`src/rtl/dram_wr_sched.sv`:
```
// dram_wr_sched: drains 256b words from a write FIFO into a DRAM application
// port as single BL8 write commands. Addresses advance linearly from the
// armed base address and either wrap (ring buffer) or stop at the end address.
module dram_wr_sched #(
  parameter int ADDR_WIDTH = 27,
  parameter int ADDR_INC   = 8
) (
  input  logic                  clk,
  input  logic                  reset,
  input  logic                  enable,
  input  logic [ADDR_WIDTH-1:0] base_addr,
  input  logic [ADDR_WIDTH-1:0] end_addr,
  input  logic                  wrap_en,
  input  logic                  fifo_empty,
  output logic                  fifo_rden,
  input  logic [255:0]          fifo_dout,
  output logic                  app_en,
  output logic [2:0]            app_cmd,
  output logic [ADDR_WIDTH-1:0] app_addr,
  input  logic                  app_rdy,
  output logic                  app_wdf_wren,
  output logic                  app_wdf_end,
  output logic [255:0]          app_wdf_data,
  input  logic                  app_wdf_rdy,
  output logic                  busy,
  output logic                  mem_full,
  output logic                  wrapped,
  output logic [31:0]           words_written
);

  typedef enum logic [2:0] {IDLE, FETCH, LOAD, ISSUE, HALT} state_t;

  state_t                state_reg;
  logic                  enable_prev_reg;
  logic                  armed_reg;
  logic [ADDR_WIDTH-1:0] addr_reg;
  logic [ADDR_WIDTH-1:0] base_reg;
  logic [ADDR_WIDTH-1:0] end_reg;
  logic                  wrap_reg;
  logic [255:0]          data_reg;
  logic                  app_en_reg;
  logic                  wren_reg;
  logic                  cmd_done_reg;
  logic                  data_done_reg;
  logic                  mem_full_reg;
  logic                  wrapped_reg;
  logic [31:0]           words_reg;

  logic                  arm_evt;
  logic                  cmd_acc;
  logic                  data_acc;
  logic                  complete;
  logic [ADDR_WIDTH:0]   next_addr_wide;
  logic                  at_boundary;
  logic                  halt_now;
  logic                  idle_read;
  logic                  chain_read;

  // Arm on an enable rising edge seen while idle.
  assign arm_evt  = (state_reg == IDLE) && enable && !enable_prev_reg;
  assign cmd_acc  = app_en_reg && app_rdy;
  assign data_acc = wren_reg && app_wdf_rdy;

  // A word completes on the cycle the later of command/data is accepted.
  assign complete = (state_reg == ISSUE) && (cmd_done_reg || cmd_acc) &&
                    (data_done_reg || data_acc);

  // One extra bit so the boundary compare cannot be fooled by overflow.
  assign next_addr_wide = {1'b0, addr_reg} + (ADDR_WIDTH + 1)'(ADDR_INC);
  assign at_boundary    = next_addr_wide >= {1'b0, end_reg};
  assign halt_now       = at_boundary && !wrap_reg;

  // Reads happen either from IDLE or chained onto a completing word so that
  // back-to-back words need no idle cycle in between.
  assign idle_read  = (state_reg == IDLE) && enable && !arm_evt && armed_reg &&
                      !mem_full_reg && !fifo_empty;
  assign chain_read = complete && enable && !fifo_empty && !halt_now;
  assign fifo_rden  = idle_read || chain_read;

  assign app_en        = app_en_reg;
  assign app_cmd       = 3'b000;
  assign app_addr      = addr_reg;
  assign app_wdf_wren  = wren_reg;
  assign app_wdf_end   = wren_reg;
  assign app_wdf_data  = data_reg;
  assign busy          = (state_reg != IDLE);
  assign mem_full      = mem_full_reg;
  assign wrapped       = wrapped_reg;
  assign words_written = words_reg;

  // Main scheduler FSM with all status and strobe registers.
  always_ff @(posedge clk) begin
    if (reset) begin
      state_reg       <= IDLE;
      enable_prev_reg <= 1'b0;
      armed_reg       <= 1'b0;
      addr_reg        <= '0;
      base_reg        <= '0;
      end_reg         <= '0;
      wrap_reg        <= 1'b0;
      data_reg        <= '0;
      app_en_reg      <= 1'b0;
      wren_reg        <= 1'b0;
      cmd_done_reg    <= 1'b0;
      data_done_reg   <= 1'b0;
      mem_full_reg    <= 1'b0;
      wrapped_reg     <= 1'b0;
      words_reg       <= '0;
    end else begin
      enable_prev_reg <= enable;
      case (state_reg)
        IDLE: begin
          if (arm_evt) begin
            addr_reg    <= base_addr;
            base_reg    <= base_addr;
            end_reg     <= end_addr;
            wrap_reg    <= wrap_en;
            words_reg   <= '0;
            wrapped_reg <= 1'b0;
            armed_reg   <= 1'b1;
            if (base_addr >= end_addr) begin
              mem_full_reg <= 1'b1;
              state_reg    <= HALT;
            end else begin
              mem_full_reg <= 1'b0;
            end
          end else if (idle_read) begin
            state_reg <= FETCH;
          end
        end
        FETCH: begin
          data_reg  <= fifo_dout;
          state_reg <= LOAD;
        end
        LOAD: begin
          app_en_reg    <= 1'b1;
          wren_reg      <= 1'b1;
          cmd_done_reg  <= 1'b0;
          data_done_reg <= 1'b0;
          state_reg     <= ISSUE;
        end
        ISSUE: begin
          if (complete) begin
            app_en_reg <= 1'b0;
            wren_reg   <= 1'b0;
            words_reg  <= words_reg + 32'd1;
            if (at_boundary && wrap_reg) begin
              addr_reg    <= base_reg;
              wrapped_reg <= 1'b1;
            end else begin
              addr_reg <= next_addr_wide[ADDR_WIDTH-1:0];
            end
            if (halt_now) begin
              mem_full_reg <= 1'b1;
              state_reg    <= HALT;
            end else if (chain_read) begin
              state_reg <= FETCH;
            end else begin
              state_reg <= IDLE;
            end
          end else begin
            if (cmd_acc) begin
              app_en_reg   <= 1'b0;
              cmd_done_reg <= 1'b1;
            end
            if (data_acc) begin
              wren_reg      <= 1'b0;
              data_done_reg <= 1'b1;
            end
          end
        end
        HALT: begin
          if (!enable) begin
            state_reg <= IDLE;
          end
        end
        default: state_reg <= IDLE;
      endcase
    end
  end

endmodule
```
`config.mk`:
```
export PLATFORM = sky130hd
export DESIGN_NAME = dram_wr_sched
export DESIGN_NICKNAME = d
export VERILOG_FILES = /design/src/rtl/dram_wr_sched.sv
export SDC_FILE = /design/constraint.sdc
export NUM_CORES = 1
export LEC_CHECK = 0
export ABC_AREA = 0
export BUFFER_PORTS_ARGS = -buffer_cell sky130_fd_sc_hd__buf_2
export CAP_MARGIN = 20
export CORE_AREA = 5 5 245 247
export DETAILED_ROUTE_END_ITERATION = 6
export DIE_AREA = 0 0 250 252
export GPL_ROUTABILITY_DRIVEN = 0
export PLACE_DENSITY = 0.58
export SYNTH_ARGS = -nofsm -noshare
export SYNTH_HDL_FRONTEND = slang
export SYNTH_SLANG_ARGS = --single-unit
export TNS_END_PERCENT = 10
```
`constraint.sdc`:
```
create_clock -name clk -period 4.94 [get_ports clk]
set_input_delay 0.494 -clock clk [delete_from_list [all_inputs] [get_ports clk]]
set_output_delay 0.494 -clock clk [all_outputs]
set_load 0.02 [all_outputs]
```
# Word-level counts from Yosys, hierarchy flattened
# Cells that the tools add are included.
# word_totals
output_inout_bits	325
input_bits	317
reg_bits	381
# classes
eq_ne	16
reduce_logical	37
order_cmp	2
n_addsub	2
mux	36
# op_table
cell	n
two-way mux 27 bit	3
two-way mux 32 bit	2
case mux 32 bit (2 select lines)	1
case mux 27 bit (2 select lines)	1
adder 32 x 1 -> 32 bit (second input constant)	1
adder 27 x 4 -> 28 bit (second input constant)	1
>= comparator 28 x 27 -> 1 bit	1
>= comparator 27 bit	1
two-way mux 3 bit	6
two-way mux 1 bit	16
logical AND 1 bit	15
case mux 3 bit (5 select lines)	1
inequality test 2 bit (second input constant)	7
case mux 1 bit (2 select lines)	6
AND reduction 4 bit	3
inequality test 3 bit (second input constant)	3
AND reduction 3 bit	3
equality test 3 x 2 -> 1 bit (second input constant)	2
logical NOT 1 bit	6
AND reduction 2 bit	3
nonzero test 2 bit	2
equality test 3 x 1 -> 1 bit (second input constant)	1
equality test 3 bit (second input constant)	1
logical NOT 3 bit	1
other kinds (4)	6

# Depth between registers and ports, before layout
# Gate-level depths: netlist of run 1.
# logic_depth
ltp_word	11
mapped_depth	18

# Least setup slack after synthesis of run 1
# Ideal clock, no wire load.
# synth_path
kind	reg2out
from	register addr_reg[5], in the netlist app_addr[5]
to	output fifo_rden
stages_incl_launch_ff	15
n_path_buf	1
arrival_ps	3516
slack_ps	930
t_required_ps	4446
cell_sequence	dfxtp_1 -> clkbuf_1 -> nand3_2 -> nor3_2 -> nand3_1 -> nor3_1 -> xor2_1 -> ha_1 -> nand4_1 -> nor4_1 -> and4_1 -> a2111oi_4 -> and3_1 -> o21ai_0 -> a21oi_1
# synth_via
elab_chain_cells	6
# synth_rtl
element	line_no	source
from (decl)	36	logic [ADDR_WIDTH-1:0] addr_reg;
from (signal assigned)	114	addr_reg <= base_addr;
from (signal assigned)	148	addr_reg <= base_reg;
from (signal assigned)	151	addr_reg <= next_addr_wide[ADDR_WIDTH-1:0];
adder 27 x 4 -> 28 bit	69	assign next_addr_wide = {1'b0, addr_reg} + (ADDR_WIDTH + 1)'(ADDR_INC);
>= comparator 28 x 27 -> 1 bit	70	assign at_boundary = next_addr_wide >= {1'b0, end_reg};
logical AND 1 bit	71	assign halt_now = at_boundary && !wrap_reg;
logical NOT 1 bit	77	assign chain_read = complete && enable && !fifo_empty && !halt_now;
logical AND 1 bit	77	
logical OR 1 bit	78	assign fifo_rden = idle_read || chain_read;
to (decl)	15	output logic fifo_rden,
# Every way passes these cells.

# Final worst setup path of run 1
# layout_path
from	register addr_reg[9], in the netlist app_addr[9]
to	output fifo_rden
# The elaborated chain is that of the path after synthesis.

==> results of run 1 <==
==> final cells by class <==
| class | instances | share of cell area |
|---|---|---|
| flip-flops and latches | 381 | 0.358 |
| multi-input cells | 1446 | 0.356 |
| repair buffers | 669 | 0.163 |
| clock buffers | 67 | 0.0608 |
| well taps | 765 | 0.0448 |
| inverters | 71 | 0.0125 |
| clock inverters | 13 | 0.00533 |
| diodes | 4 | 0.000469 |
==> routing by layer <==
metal	track usage	up-vias	wire [um]
met1	0.211	7239	24000
met5	0	-	13
met3	0.0483	100	4460
met4	0.0614	2	1700
li1	-	7938	-
met2	0.294	501	29200
==> synthesized netlist by cell type, types with 3 or more instances <==
library cell / n
nor2_1: 71
buf_1: 10
o32ai_1: 4
a221oi_1: 7
a31oi_1: 4
or3_1: 4
nand3_1: 36
nor3_1: 15
a21o_1: 5
buf_4: 5
and3_1: 16
xnor2_1: 19
a222oi_1: 3
nand2_1: 686
and2_1: 5
a211oi_1: 9
mux2_2: 6
inv_1: 71
a221oi_2: 13
a211oi_2: 13
nand4b_1: 3
nor4_1: 4
dfxtp_1: 381
xor2_1: 12
nand4_1: 21
o21a_1: 7
buf_2: 10
a21oi_1: 355
nor2b_1: 6
nand2b_1: 4
o21ai_0: 15
ha_1: 56
and4_1: 3
o31ai_1: 5
clkbuf_1: 113
==> kinds of logic (layout without fill, tap and decap cells) <==
| group | after synthesis | in the layout | synth area share |
|---|---|---|---|
| flip-flops | 381 | 381 | 0.479 |
| AO/OA/AOI/OAI | 463 | 463 | 0.175 |
| AND/OR/NAND/NOR | 886 | 886 | 0.227 |
| other | 1 | 7 | 0.000236 |
| adder cells (fa/ha/maj) | 56 | 56 | 0.0440 |
| multiplexers | 7 | 7 | 0.00495 |
| XOR/XNOR | 31 | 31 | 0.0171 |
| buffers and inverters | 211 | 820 | 0.0526 |
==> power by group through the flow <==
stage          logic, W  clock network, W  registers (W)
2_1_floorplan   0.00129                 0        0.00417
3_3_place_gp    0.00268                 0        0.00378
3_5_place_dp    0.00267                 0        0.00379
4_1_cts         0.00268           0.00329        0.00373
5_1_grt         0.00295           0.00342        0.00379
6_report        0.00267           0.00320        0.00374
==> critical path, delay by kind of cell, from the launching register on <==
kind / cells / cell delay (ps)
simple gates: 6 / 1130
compound gates: 4 / 1060
buf+inv: 3 / 540
flops: 1 / 380
fa+ha+maj: 1 / 290
xor+xnor: 1 / 180
==> final timing paths <==
kind,end,slack (ps)
hold reg to reg,app_wdf_data[29]$_SDFFE_PP0P_,450
hold / removal,app_wdf_data[193]$_SDFFE_PP0P_,170
setup / recovery,fifo_rden,290
setup reg to reg,app_addr[21]$_SDFFE_PP0P_,890
==> what timing repair did <==
| action | in CTS | in global routing |
|---|---|---|
| setup buffers | 3 | 8 |
| endpoints found under the setup margin | 1 | 1 |
| gates resized for setup | 7 | 20 |
| pin swaps | 2 | 9 |
==> per-stage QoR <==
step	total power (W)	hold WS, ps
finish	0.00961	167
global route	0.0102	122
CTS	0.00970	107
detailed placement	0.00646	443
global placement	0.00645	440
floorplan	0.00547	431
==> metrics, run 1 <==
status=completed; Multi-input gate area=7590 um2; most common cell after layout, fill and taps aside=nand2_1; H-Tree Depth=2; fraction of layout cells with a size suffix above 1=0.302; clk sinks=381; port bufs=about 640; Synth area leader=dfxtp_1; Placement Cell Area=19,700 um2; peak supply drop=0.000272 V; hold buffer count at cts=0; DP Worst Slack=about 300 ps; Wirelength per Cell=approximately 17 um; GRT Total Usage=0.173; setup_tns=0 ps; Cell variety after synth=65; Worst setup EP type=output pin; CORE AREA=roughly 57,000 um2; Post-Route WL=slightly below 60,000 um; initial antenna violation count=6; Final Hold Vio Count=0; Longest Clk Path Bufs=3; Yosys Warn Count=0; post-synthesis instance total=around 2,000; Placed Cells incl. Taps=3,321; Worst Clk Skew=about 15 ps; RR Startpoint=app_addr[9]$_SDFFE_PP0P_; first-pass GRT wire length=87,600 um; crit path max fanout=4; final worst path period share=0.942; final worst slack=approximately 290 ps; Max Cap Viol=0; most used cell, CP=buf_4; vias in the first global route=14,800; Fill cells=around 6,100; ranking of synthesized cells by area=dfxtp_1 48%, nand2_1 16%, a21oi_1 11%; Synth top area share=0.479; commonest non-fill, non-tap cells in the layout=685 x nand2_1, 636 x buf_2, 374 x dfxtp_1, 355 x a21oi_1, 71 x inv_1; Synth-to-Final Area Change=34.1%; Die Span Y=252 um; WP data required=4450 ps; Worst-path clk slew=around 60 ps; Psw=between 0.003 and 0.004 W; FF+latch area=between 7000 and 8000 um2; crit path cell chain=and4_4 -> nand2_1 -> nor3_4 -> buf_4 -> nand3_1 -> xnor2_2 -> ha_1 -> nand4_1 -> buf_4 -> a2111oi_1 -> a2111oi_4 -> and3_4 -> o21ai_0 -> a21oi_1 -> buf_4; Worst Setup SP=app_addr[9]$_SDFFE_PP0P_; switch share=0.352; Hold Path Stages=3; Worst-Skew Late Latency=560 ps; Internal=0.00623 W; Worst Hold Class=input port to flip-flop; CTS tree=built; asr flop ratio synth=0; Die Footprint=about 63,000 um2; Core Util, Final=0.372; max FFs per register=approximately 260; Slew HR=0.367; Mapped Avg Cell Area=7.82 um2; Final Critical Period=about 4700 ps; part of the power in combinational logic=0.278; EDFF count, synth=0; register bit count reported by yosys=roughly 380; critical setup path kind=flip-flop to output pin; grt ovf=0; DR DRC count=0; via count=15,800; HP Start=fifo_dout[193]; Num CTS Buffers=between 40 and 50; setup violators final=0; drt pass-1 iters=7; Crit path arrival time=between 4000 and 5000 ps; R2R cell count=17; Flop pwr share=0.389; Critical Path Source Type=flip-flop; ys flop type=dfxtp_1; chip width=250 um; fin cells=3,416; ANT nets after route=0; Final Max Tran Viols=0; CTS root buf=clkbuf_16; fin area=21,400 um2; CP max-delay cell=a2111oi_1; Site Rows=88; post-synthesis sequential area ratio=0.479; Mapped Area=15,900 um2; Clock Power Share=0.333; dpl hpwl=around 44,000 um; final net count=2,987; slowest stage delay, CP=roughly 550 ps; pin count of the biggest net entering global routing=around 160; 1st-iter DRT viols=1,017; IO Count=~640; Vias/cell=approximately 4.6; cell area power density=~450 nW/um2; Initial Util=0.278; Slew @ Worst Pin=approximately 950 ps; fmax=~0.21 GHz; leakage=~9.3 nW
(Power assumes the default switching activity.)
==> inputs of run 2 (changes only) <==
PLACE_DENSITY = 0.5   (was 0.58)
SKIP_LAST_GASP = 1   (was not set)
==> run 2 against run 1 <==
Against the previous run:
- sequential share of layout area decreased by 0.096 points
- highest routed layer unchanged
- clock skew increased by 4.9 ps
- wire length increased by 5.6%
- sequential cell count unchanged
- total power increased by 2.8%
- register-to-register slack got worse by 90 ps
- clock power increased by 7.8%
==> metrics, run 2 (same netlist as run 1, synthesis figures left out) <==
Slew HR=0.272 (was 0.367); Worst Hold Class=input port to flip-flop (unchanged); status=completed (unchanged); ANT nets after route=0 (unchanged); IO Count=642 (unchanged); Vias/cell=4.73 (was 4.62); R2R cell count=16 (was 17); critical setup path kind=flip-flop to output pin (unchanged); Clock Power Share=0.349 (was 0.333); Final Max Tran Viols=0 (unchanged); DP Worst Slack=266 ps (was 309 ps); Worst setup EP type=output pin (unchanged); cell area power density=462 nW/um2 (was 450 nW/um2); commonest non-fill, non-tap cells in the layout=685 x nand2_1, 637 x buf_2, 378 x dfxtp_1, 354 x a21oi_1, 71 x inv_1 (was 685 x nand2_1, 636 x buf_2, 374 x dfxtp_1, 355 x a21oi_1, 71 x inv_1); Die Footprint=63,000 um2 (unchanged); drt pass-1 iters=5 (was 7); final worst path period share=0.939 (was 0.942); FF-to-FF End=app_addr[17]$_SDFFE_PP0P_ (was app_addr[21]$_SDFFE_PP0P_); Fill cells=6,104 (was 6,135); Worst Clk Skew=20.2 ps (was 15.3 ps); H-Tree Depth=2 (unchanged); hold_ws=150 ps (was 167 ps); Final Hold Vio Count=0 (unchanged); initial antenna violation count=20 (was 6); dpl hpwl=46,200 um (was 43,600 um); Hold Path Stages=3 (unchanged); hold buffer count at cts=0 (unchanged); fraction of layout cells with a size suffix above 1=0.300 (was 0.302); Num CTS Buffers=46 (was 45); pin count of the biggest net entering global routing=186 (was 157); CTS tree=built (unchanged); first-pass GRT wire length=93,200 um (was 87,600 um); Die Span Y=252 um (unchanged); GRT Total Usage=0.184 (was 0.173); hold endpoint=app_wdf_data[73]$_SDFFE_PP0P_ (was app_wdf_data[193]$_SDFFE_PP0P_); final net count=2,981 (was 2,987); HP Start=fifo_dout[73] (was fifo_dout[193]); setup_tns=0 ps (unchanged); via count=16,200 (was 15,800); Critical Path Source Type=flip-flop (unchanged); Wirelength per Cell=18.3 um (was 17.4 um); port bufs=638 (unchanged); 1st-iter DRT viols=1,017 (unchanged); most common cell after layout, fill and taps aside=nand2_1 (unchanged); Worst-path clk slew=60 ps (about the same); final worst slack=302 ps (was 286 ps); leakage=9.33 nW (about the same); part of the power in combinational logic=0.272 (was 0.278); CTS root buf=clkbuf_16 (unchanged); DR DRC count=0 (unchanged); RSZ-0062 raised after global routing=false; setup violators final=0 (unchanged); Final Critical Period=4640 ps (was 4650 ps); Psw=0.00349 W (was 0.00339 W); Longest Clk Path Bufs=3 (unchanged); grt ovf=0 (unchanged); Synth-to-Final Area Change=34.3% (was 34.1%); Initial Util=0.278 (unchanged); Flop pwr share=0.378 (was 0.389); peak supply drop=0.000273 V (was 0.000272 V); Max Cap Viol=0 (unchanged); CORE AREA=57,400 um2 (unchanged); Internal=0.00640 W (was 0.00623 W); WP data required=4450 ps (about the same); RR Startpoint=app_addr[3]$_SDFFE_PP0P_ (was app_addr[9]$_SDFFE_PP0P_); Site Rows=88 (unchanged); chip width=250 um (unchanged); Crit path arrival time=4140 ps (was 4160 ps); max FFs per register=256 (unchanged); fmax=0.216 GHz (was 0.215 GHz); FF-to-FF setup slack=800 ps (was 890 ps); clk sinks=381 (unchanged); Post-Route WL=62,700 um (was 59,300 um); crit path max fanout=5 (was 4); Slew @ Worst Pin=1090 ps (was 949 ps); Worst-Skew Late Latency=580 ps (was 560 ps); vias in the first global route=15,800 (was 14,800); switch share=0.353 (was 0.352)
==> run 2: how the worst max path moves through the flow <==
stage,startpoint,endpoint,slack [ps],cells after the start
3_3_place_gp,app_addr[6]$_SDFFE_PP0P_,fifo_rden,370,15
6_report,app_addr[3]$_SDFFE_PP0P_,fifo_rden,300,14
3_5_place_dp,app_addr[6]$_SDFFE_PP0P_,fifo_rden,270,15
5_1_grt,app_addr[8]$_SDFFE_PP0P_,fifo_rden,3,14
2_1_floorplan,app_addr[5]$_SDFFE_PP0P_,fifo_rden,930,14
4_1_cts,app_addr[7]$_SDFFE_PP0P_,fifo_rden,40,15
==> run 2: critical path, cell delays in order, from the launching register on <==
cell and delay (ps):
dfxtp_1 400, ha_2 260, nand4_1 220, or2_2 400, nor2_1 140, xnor2_1 160, ha_1 280, nand4_1 210
nor4_4 80, a22o_1 240, a2111oi_4 380, and3_4 260, o21ai_0 120, a21oi_2 220, buf_2 190
==> run 2: area by class of cell <==
class	instances	area, um2	share of cell area
Antenna cell	12	30.0	0.00140
Clock buffer	62	1310	0.0613
Clock inverter	18	219	0.0102
Inverter	71	267	0.0125
Multi-Input combinational cell	1446	7550	0.353
Sequential cell	381	7630	0.357
Tap cell	765	957	0.0447
Timing Repair Buffer	662	3420	0.160
==> run 2: routing by layer <==
layer  track usage  vias to the layer above  share of wire
met4        0.0681                        4          0.029
met2         0.318                      531           0.50
met5             0                        -        0.00043
met3        0.0504                      104          0.074
li1              -                     7934              -
met1         0.221                     7599           0.40
==> run 2: what timing repair did <==
| action | CTS | global route |
|---|---|---|
| pin swaps | 4 | 3 |
| buffers inserted | 5 | 1 |
| endpoints found under the setup margin | 1 | 1 |
| resized for setup | 6 | 11 |
==> run 2: power groups by stage <==
stage	sequential, W	combinational, W	clock [W]
after floorplan	0.00417	0.00129	0
after CTS	0.00374	0.00271	0.00356
after detailed placement	0.00379	0.00269	0
after global routing	0.00379	0.00296	0.00368
final	0.00374	0.00269	0.00345
after global placement	0.00378	0.00266	0
==> run 2: stage by stage <==
| step | cells | total power [W] | utilization | cell area [um2] |
|---|---|---|---|---|
| 4_1_cts | 3404 | 0.0100 | 0.371 | 21300 |
| 2_1_floorplan | 2038 | 0.00547 | - | 15900 |
| 3_5_place_dp | 3319 | 0.00648 | 0.344 | 19700 |
| 3_3_place_gp | 3319 | 0.00644 | 0.344 | 19700 |
| 6_report | 3417 | 0.00989 | 0.373 | 21400 |
| 5_1_grt | 3415 | 0.0104 | 0.373 | 21400 |
==> inputs of run 3 (changes only) <==
GPL_TIMING_DRIVEN = 0   (was not set)
PLACE_DENSITY = 0.52   (was 0.5)
clock period = 4 ns   (was 4.94 ns; I/O delays follow)
==> run 3 against run 2 <==
Against the previous run:
- the run now ends with setup timing left
- sequential power rose by 24%
- sequential share of layout area shrank 0.99 points
- clock skew is 0.61 ps higher
- clock power grew 21%
- non-clock buffer count grew 142
- combinational power is 35% higher
- sequential cell count did not move
- critical endpoint unchanged
- largest cell class is now multi-input gates
==> metrics, run 3 (same netlist as run 1, synthesis figures left out) <==
status=finished, violations left (was completed); failing checks=setup timing; grt ovf=0 (unchanged); Longest Clk Path Bufs=3 (unchanged); Die Span Y=252 um (unchanged); GRT Total Usage=0.211 (was 0.184); crit path cell chain=and4_4 -> nand4_1 -> nor2_4 -> nand4_1 -> xnor2_2 -> ha_1 -> nand4_1 -> nor4_4 -> and4_4 -> a2111oi_4 -> and3_4 -> o21ai_4 -> a21oi_2 -> buf_6 (was ha_2 -> nand4_1 -> or2_2 -> nor2_1 -> xnor2_1 -> ha_1 -> nand4_1 -> nor4_4 -> a22o_1 -> a2111oi_4 -> and3_4 -> o21ai_0 -> a21oi_2 -> buf_2); 1st-iter DRT viols=897 (was 1,017); Die Footprint=63,000 um2 (unchanged); Top delay family on crit path=simple AND/OR/NAND/NOR gates (unchanged); max FFs per register=256 (unchanged); Worst setup EP type=output pin (unchanged); most common cell after layout, fill and taps aside=nand2_1 (unchanged); Internal=0.00796 W (was 0.00640 W); Worst Clk Skew=20.8 ps (was 20.2 ps); RSZ-0062 raised after global routing=true (was false); CTS root buf=clkbuf_16 (unchanged); H-Tree Depth=2 (unchanged); IO Count=642 (unchanged); hold_ws=61.7 ps (was 150 ps); Fill cells=6,076 (was 6,104); Site Rows=88 (unchanged); switch share=0.362 (was 0.353); most used cell, CP=nand4_1 (unchanged); initial antenna violation count=24 (was 20); CTS tree=built (unchanged); Slew @ Worst Pin=1030 ps (was 1090 ps); cell area power density=566 nW/um2 (was 462 nW/um2); critical setup path kind=flip-flop to output pin (unchanged); final net count=3,123 (was 2,981); pin count of the biggest net entering global routing=13 (was 186); Worst-path clk slew=60 ps (about the same); Clock Power Share=0.336 (was 0.349); Initial Util=0.278 (unchanged); hold endpoint=app_wdf_data[161]$_SDFFE_PP0P_ (was app_wdf_data[73]$_SDFFE_PP0P_); final worst slack=-370 ps (was 302 ps); fin area=22,000 um2 (was 21,400 um2); Hold Path Stages=3 (unchanged); slowest stage delay, CP=380 ps (was 400 ps); HP Start=fifo_dout[161] (was fifo_dout[73]); FF-to-FF End=app_addr[13]$_SDFFE_PP0P_ (was app_addr[17]$_SDFFE_PP0P_); vias in the first global route=16,900 (was 15,800); Worst-Skew Late Latency=580 ps (about the same); commonest non-fill, non-tap cells in the layout=684 x nand2_1, 643 x buf_2, 372 x dfxtp_1, 353 x a21oi_1, 122 x clkbuf_1 (was 685 x nand2_1, 637 x buf_2, 378 x dfxtp_1, 354 x a21oi_1, 71 x inv_1); DR DRC count=0 (unchanged); port bufs=637 (was 638); Multi-input gate area=7670 um2 (was 7550 um2); drt pass-1 iters=5 (unchanged); Slew HR=0.305 (was 0.272); Worst Hold Class=input port to flip-flop (unchanged); crit path max fanout=5 (unchanged); chip width=250 um (unchanged); WP data required=3600 ps (was 4450 ps); fraction of layout cells with a size suffix above 1=0.296 (was 0.300); setup_tns=-2790 ps (was 0 ps); Flop pwr share=0.372 (was 0.378); ANT nets after route=0 (unchanged); Psw=0.00451 W (was 0.00349 W); Synth-to-Final Area Change=38.4% (was 34.3%); clk sinks=381 (unchanged); Final Max Tran Viols=0 (unchanged); CP max-delay cell=dfxtp_4 (was dfxtp_1); fmax=0.229 GHz; part of the power in combinational logic=0.292 (was 0.272); FF-to-FF setup slack=-190 ps (was 800 ps); peak supply drop=0.000314 V (was 0.000273 V); Placement Cell Area=20,100 um2 (was 19,700 um2); leakage=9.60 nW (was 9.33 nW); worst path bufs/invs=1 (unchanged); Final Critical Period=4370 ps; Wirelength per Cell=19.9 um (was 18.3 um); R2R cell count=17 (was 16); FF+latch area=7650 um2 (was 7630 um2); via count=17,000 (was 16,200); CORE AREA=57,400 um2 (unchanged); Num CTS Buffers=46 (unchanged); setup violators final=24 (was 0); Critical Path Source Type=flip-flop (unchanged); Core Util, Final=0.384 (was 0.373); Final Hold Vio Count=0 (unchanged); Vias/cell=4.77 (was 4.73); first-pass GRT wire length=104,000 um (was 93,200 um); Crit path arrival time=3970 ps (was 4140 ps); final worst path period share=1.09; Post-Route WL=70,900 um (was 62,700 um); RR Startpoint=app_addr[8]$_SDFFE_PP0P_ (was app_addr[3]$_SDFFE_PP0P_); Max Cap Viol=0 (unchanged); dpl hpwl=56,000 um (was 46,200 um)
-- run 3: final cells by class --
class / instances / area share
Multi-Input combinational cell: 1446 / 0.348
Timing Repair Buffer: 666 / 0.155
Sequential cell: 381 / 0.347
Clock inverter: 11 / 0.00692
Clock buffer: 66 / 0.0602
Antenna cell: 16 / 0.00182
Buffer: 138 / 0.0258
Tap cell: 765 / 0.0434
Inverter: 71 / 0.0121
-- run 3: timing repair --
item,in CTS,in global routing
setup endpoints to repair,32,29
setup buffers,19,10
gates resized for setup,48,10
pin swaps,21,18
hold buffers,0,0
-- run 3: worst max path at each step --
stage | startpoint | endpoint | slack [ps] | cells past startpoint
2_1_floorplan | app_addr[5]$_SDFFE_PP0P_ | fifo_rden | 80 | 14
3_3_place_gp | app_addr[5]$_SDFFE_PP0P_ | app_addr[14]$_SDFFE_PP0P_ | -960 | 15
3_5_place_dp | app_addr[5]$_SDFFE_PP0P_ | app_addr[13]$_SDFFE_PP0P_ | -990 | 16
4_1_cts | app_addr[6]$_SDFFE_PP0P_ | fifo_rden | -430 | 16
5_1_grt | app_addr[7]$_SDFFE_PP0P_ | fifo_rden | -530 | 14
6_report | app_addr[8]$_SDFFE_PP0P_ | fifo_rden | -370 | 14
-- run 3: worst reg2reg max path, stage by stage, from the launching register on --
cell and delay, ps:
dfxtp_4 380, and4_4 230, nand4_1 220, nor2_4 270, nand4_1 190, xnor2_2 190
ha_1 310, nand4_1 250, nor4_4 370, and4_4 270, a2111oi_4 80, buf_4 170
a31oi_1 300, buf_4 260, buf_4 240, nor2_1 80, a21oi_1 120, o32ai_1 100
-- run 3: metal layers --
layer  part of all wire  up-vias  track usage
met2               0.50      600        0.369
met5            0.00034        -            0
met3              0.077      129       0.0620
li1                   -     8229            -
met4              0.034        4       0.0777
met1               0.39     8035        0.245
-- run 3: power by group through the flow --
stage                     clock (W)  sequential (W)  combinational (W)
after floorplan                   0         0.00515            0.00160
after global placement            0         0.00468            0.00347
after detailed placement          0         0.00469            0.00351
after CTS                   0.00430         0.00464            0.00362
after global routing        0.00442         0.00470            0.00398
final                       0.00419         0.00464            0.00364
-- run 3: metrics by stage --
step	instances	power, W	worst slack (ps)
2_1_floorplan	2038	0.00675	83.7
3_3_place_gp	3440	0.00814	-959
3_5_place_dp	3440	0.00821	-994
4_1_cts	3535	0.0126	-432
5_1_grt	3558	0.0131	-530
6_report	3560	0.0125	-370
